[src/rtl/alu_arbiter.sv]
// Round-robin arbiter sharing one registered integer ALU between two requesters.
// One operation in flight; result is held until the owning requester accepts it.
module alu_arbiter #(
  parameter int DATA_W = 32
) (
  input  logic              clk,
  input  logic              rst_n,
  input  logic              req_valid_0,
  input  logic              req_valid_1,
  output logic              req_ready_0,
  output logic              req_ready_1,
  input  logic [2:0]        req_funct3_0,
  input  logic [2:0]        req_funct3_1,
  input  logic              req_funct7_0,
  input  logic              req_funct7_1,
  input  logic [DATA_W-1:0] req_rs1_0,
  input  logic [DATA_W-1:0] req_rs1_1,
  input  logic [DATA_W-1:0] req_rs2_0,
  input  logic [DATA_W-1:0] req_rs2_1,
  output logic              resp_valid_0,
  output logic              resp_valid_1,
  input  logic              resp_ready_0,
  input  logic              resp_ready_1,
  output logic [DATA_W-1:0] resp_rd_0,
  output logic [DATA_W-1:0] resp_rd_1,
  output logic              resp_z_0,
  output logic              resp_z_1,
  output logic [2:0]        alu_funct3,
  output logic              alu_funct7,
  output logic [DATA_W-1:0] alu_rs1,
  output logic [DATA_W-1:0] alu_rs2,
  input  logic [DATA_W-1:0] alu_rd,
  input  logic              alu_z
);

  typedef enum logic [1:0] {IDLE, ISSUE, CAPT, RESP} state_t;

  state_t            state, state_nx;
  logic              owner;
  logic              last_grant;
  logic              grant;
  logic              accept;
  logic              resp_ready_owner;
  logic              z_q;
  logic [DATA_W-1:0] rd_q;

  // NOTE: every signal assigned in this block gets a default first, so no path leaves it unassigned and no latch is inferred.
  always_comb begin
    grant            = 1'b0;
    accept           = 1'b0;
    state_nx         = state;
    resp_ready_owner = owner ? resp_ready_1 : resp_ready_0;

    // A lone requester always wins; on contention the pointer decides.
    if (req_valid_0 && req_valid_1) grant = ~last_grant;
    else if (req_valid_1)           grant = 1'b1;

    case (state)
      IDLE: begin
        accept = req_valid_0 || req_valid_1;
        if (accept) state_nx = ISSUE;
      end
      ISSUE:   state_nx = CAPT;
      CAPT:    state_nx = RESP;
      RESP:    if (resp_ready_owner) state_nx = IDLE;
      default: state_nx = IDLE;
    endcase
  end

  // NOTE: sequential state uses non-blocking assignments so every register samples pre-edge values.
  always_ff @(posedge clk) begin
    if (!rst_n) begin
      state      <= IDLE;
      owner      <= 1'b0;
      last_grant <= 1'b1;
      alu_funct3 <= '0;
      alu_funct7 <= 1'b0;
      alu_rs1    <= '0;
      alu_rs2    <= '0;
      z_q        <= 1'b0;
      rd_q       <= '0;
    end else begin
      state <= state_nx;
      if (accept) begin
        owner      <= grant;
        last_grant <= grant;
        alu_funct3 <= grant ? req_funct3_1 : req_funct3_0;
        alu_funct7 <= grant ? req_funct7_1 : req_funct7_0;
        alu_rs1    <= grant ? req_rs1_1    : req_rs1_0;
        alu_rs2    <= grant ? req_rs2_1    : req_rs2_0;
      end
      // z is combinational on the operands, rd arrives one edge later.
      if (state == ISSUE) z_q  <= alu_z;
      if (state == CAPT)  rd_q <= alu_rd;
    end
  end

  always_comb begin
    req_ready_0  = (state == IDLE) && req_valid_0 && !grant;
    req_ready_1  = (state == IDLE) && req_valid_1 &&  grant;
    resp_valid_0 = (state == RESP) && !owner;
    resp_valid_1 = (state == RESP) &&  owner;
    resp_rd_0    = resp_valid_0 ? rd_q : '0;
    resp_rd_1    = resp_valid_1 ? rd_q : '0;
    resp_z_0     = resp_valid_0 && z_q;
    resp_z_1     = resp_valid_1 && z_q;
  end

endmodule
[config.mk]
export PLATFORM = sky130hd
export DESIGN_NAME = alu_arbiter
export DESIGN_NICKNAME = d
export VERILOG_FILES = /design/src/rtl/alu_arbiter.sv
export SDC_FILE = /design/constraint.sdc
export NUM_CORES = 1
export LEC_CHECK = 0
export CAP_MARGIN = 40
export CORE_AREA = 2 2 123 125
export CTS_CLUSTER_DIAMETER = 60
export DETAILED_ROUTE_END_ITERATION = 10
export DIE_AREA = 0 0 125 127
export PLACE_DENSITY_LB_ADDON = 0.12
export SYNTH_ARGS = -nofsm -noshare
export SYNTH_HDL_FRONTEND = slang
export SYNTH_SLANG_ARGS = --single-unit
[constraint.sdc]
create_clock -name clk -period 1.65 [get_ports clk]
set_clock_uncertainty 0.1 [all_clocks]
set_input_delay 0.2475 -clock clk [delete_from_list [all_inputs] [get_ports clk]]
set_output_delay 0.2475 -clock clk [all_outputs]
set_load 0.02 [all_outputs]
==> qor.yml <==
yosysSeqAreaShare: 0.425
syn_area_um2: 4940
drv_slew: 0
path_clk_slew_ps: 70
cts-hold-fix-buffers: 0
setup_slack_ps: -282
cp_cell_sequence: "ha_4 > nor2b_4 > buf_6 > buf_12 > and2_4 > buf_6"
syn-num-nets: 697
grt_pass1_wl_um: 27800
p_sw_mw: 4.44
worst_slew_pin_slew_ps: 444
power.share.clock: 0.207
hold_class: "primary input to register"
synth_edf_count: 0
n_antenna_cell: 0
status: "complete, but fails checks"
ys_warn_count: 0
power_density_nw_per_um2: 1290
dieArea_um2: 15900
rsz0062_at_grt: "yes"
fin_tns_setup_ps: -12900
endpoint_kind: "output pin"
nets: 1031
yosysTopAreaCell: "dfxtp_1"
worstPathArrival_ps: 1580
start_util: 0.343
power.share.sequential: 0.318
violations: "negative setup slack"
cap_violations: 0
fin_crit_sh: 1.17
grt_max_degree: 108
critPathMaxStageDelay_ps: 360
yosysTopAreaCellShare: 0.425
post-place-ws_ps: -394
dp_hpwl_um: 12200
route.detailed.wl_per_inst_um: 17.9
clock.fmax_mhz: 518
drive_above_1_share: 0.263
synth_flop_cell: "dfxtp_1"
cts_tree: "done"
ant_nets: 0
placedInstanceArea_um2: 8320
hold_viol_final: 0
maxSlewHeadroom: 0.704
switching_share: 0.364
coreArea_um2: 14400
crit_type: "register to output pin"
yosys-top-cells-count: "dfxtp_1, mux2i_1, o21ai_0"
yosys_register_bits: 105
ir_drop_v: 0.000823
routed_via_density: 4.91
avgSynthCellArea_um2: 9.56
io_buffers: 312
synthArstFlopShare: 0
clock_sinks: 105
synthDistinctLibCells: 22
antenna_found_initial: 0
dr.pass1.iters: 4
combinationalPowerShare: 0.475
gp_congestion: 0.792
crit_slowest_cell: "dfxtp_2"
cts_buffers: 9
period_minus_slack_ps: 1930
syn_inst: 517
drtIter0Drc: 171
power_mw: 12.2
drc: 0
setup_violations: 72
die_w_um: 125
num_vias: 5105
boundaryPins: 313
crit_path_max_fanout: 9
dieHeight_um: 127
cellLeakagePower_nw: 4.09
clock_path_buffers: 2
hold_slack_ps: 312
design_area_um2: 9470
grt.total_usage: 0.219
drt_wl_total_um: 18600
insertion_delay_ps: 350
intPower_mw: 7.76
netlist_top_cells_area: "dfxtp_1, mux2i_1, o21ai_0"
num_rows: 44
cp-start-kind: "register"
crit_required_ps: 1300
cts_max_level: 3
path_common_cell: "buf_6"
grt_pass1_vias: 5320
root_buffer: "clkbuf_16"
yosys.cell_count.top_type: "dfxtp_1"
grt_overflow: 0
syn2layout_area_growth_pct: 91.6
==> worst max-delay path, delay by kind of cell, from the launching register on <==
| kind | cells | cell delay [ps] |
|---|---|---|
| adders and majority gates | 1 | 160 |
| buffers and inverters | 3 | 380 |
| DFF | 1 | 360 |
| and+or+nand+nor | 2 | 330 |
==> per-layer routing <==
layer	wire length [um]	part of all wire	global-route usage	vias to the layer above
met2	9580	0.51	0.397	202
met5	0	0	0	-
met3	1330	0.071	0.0829	30
li1	-	-	-	2484
met1	7310	0.39	0.235	2389
met4	394	0.021	0.0725	0
==> kinds of logic after synthesis <==
| group | count (synthesis) | share of synthesized area |
|---|---|---|
| muxes | 104 | 0.211 |
| AOI/OAI and AO/OA | 142 | 0.147 |
| buffers and inverters | 50 | 0.0669 |
| and+or+nand+nor | 111 | 0.137 |
| DFF | 105 | 0.425 |
| adders and majority gates | 5 | 0.0127 |
==> sequential cells by signal, summed over array words and instances (netlist names) <==
| signal | count |
|---|---|
| last_grant | 1 |
| alu_funct7 | 1 |
| owner | 1 |
| z_q | 1 |
| alu_rs1 | 32 |
| rd_q | 32 |
| state | 2 |
| alu_funct3 | 3 |
| alu_rs2 | 32 |
==> final timing paths <==
path | from | endpoint | slack [ps] | cells after the start
setup / recovery | state[0]$_SDFFE_PN0P_ | resp_rd_0[22] | -280 | 6
hold / removal | rst_n | alu_funct3[0]$_SDFFE_PN0P_ | 310 | 4
setup reg to reg | state[0]$_SDFFE_PN0P_ | alu_rs2[0]$_SDFFE_PN0P_ | -10 | 9
hold reg to reg | alu_rs2[5]$_SDFFE_PN0P_ | alu_rs2[5]$_SDFFE_PN0P_ | 420 | 2
==> cells in the final DEF, fill, tap and decap left out, types with 2 or more instances in the layout <==
cell / synthesis / layout
clkbuf_16: 0 / 16
mux2i_1: 104 / 103
dfxtp_2: 0 / 3
buf_8: 0 / 4
and2_4: 1 / 35
clkdlybuf4s50_1: 0 / 173
ha_1: 5 / 2
and3_1: 33 / 7
nor2_1: 2 / 2
a21oi_2: 0 / 4
a21oi_1: 68 / 64
nor2b_1: 34 / 33
buf_12: 7 / 9
bufinv_16: 0 / 3
ha_4: 0 / 2
o21a_4: 0 / 3
dfxtp_1: 105 / 102
buf_2: 14 / 6
nand2_1: 6 / 6
clkbuf_8: 0 / 2
o21ai_0: 69 / 24
dlymetal6s2s_1: 0 / 4
buf_4: 1 / 23
buf_16: 0 / 5
o21ai_2: 0 / 3
inv_4: 0 / 2
buf_6: 1 / 74
and3_4: 0 / 26
dlygate4sd2_1: 0 / 64
o21ai_1: 0 / 42
==> power by group through the flow <==
stage	Clock, mW	Sequential, mW	Combinational (mW)
4_1_cts	2.59	3.85	5.25
5_1_grt	2.70	3.99	6.20
3_5_place_dp	0	3.87	5.11
3_3_place_gp	0	3.85	5.05
2_1_floorplan	0	4.60	1.82
6_report	2.53	3.89	5.79
==> what timing repair did <==
| item | 4_1_cts | 5_1_grt |
|---|---|---|
| gates cloned | 8 | 10 |
| pin swaps | 16 | 1 |
| endpoints found under the setup margin | 203 | 143 |
| resized for setup | 478 | 155 |
| setup buffers | 7 | 8 |
==> per-stage QoR <==
stage                     cells   util
after CTS                  1027  0.627
after global placement      996  0.577
final                      1040  0.656
after floorplan             517      -
after detailed placement    996  0.577
after global routing       1040  0.656
==> cell type report <==
class / count / area [um2]
fill: 1177 / 4950
inverter: 2 / 12.5
clock buffer: 12 / 256
sequential: 105 / 2110
clock inverter: 4 / 98.8
multi-input combinational: 364 / 2830
tap: 184 / 230
timing repair buffer: 369 / 3930
Power figures use the tool's default switching activity.
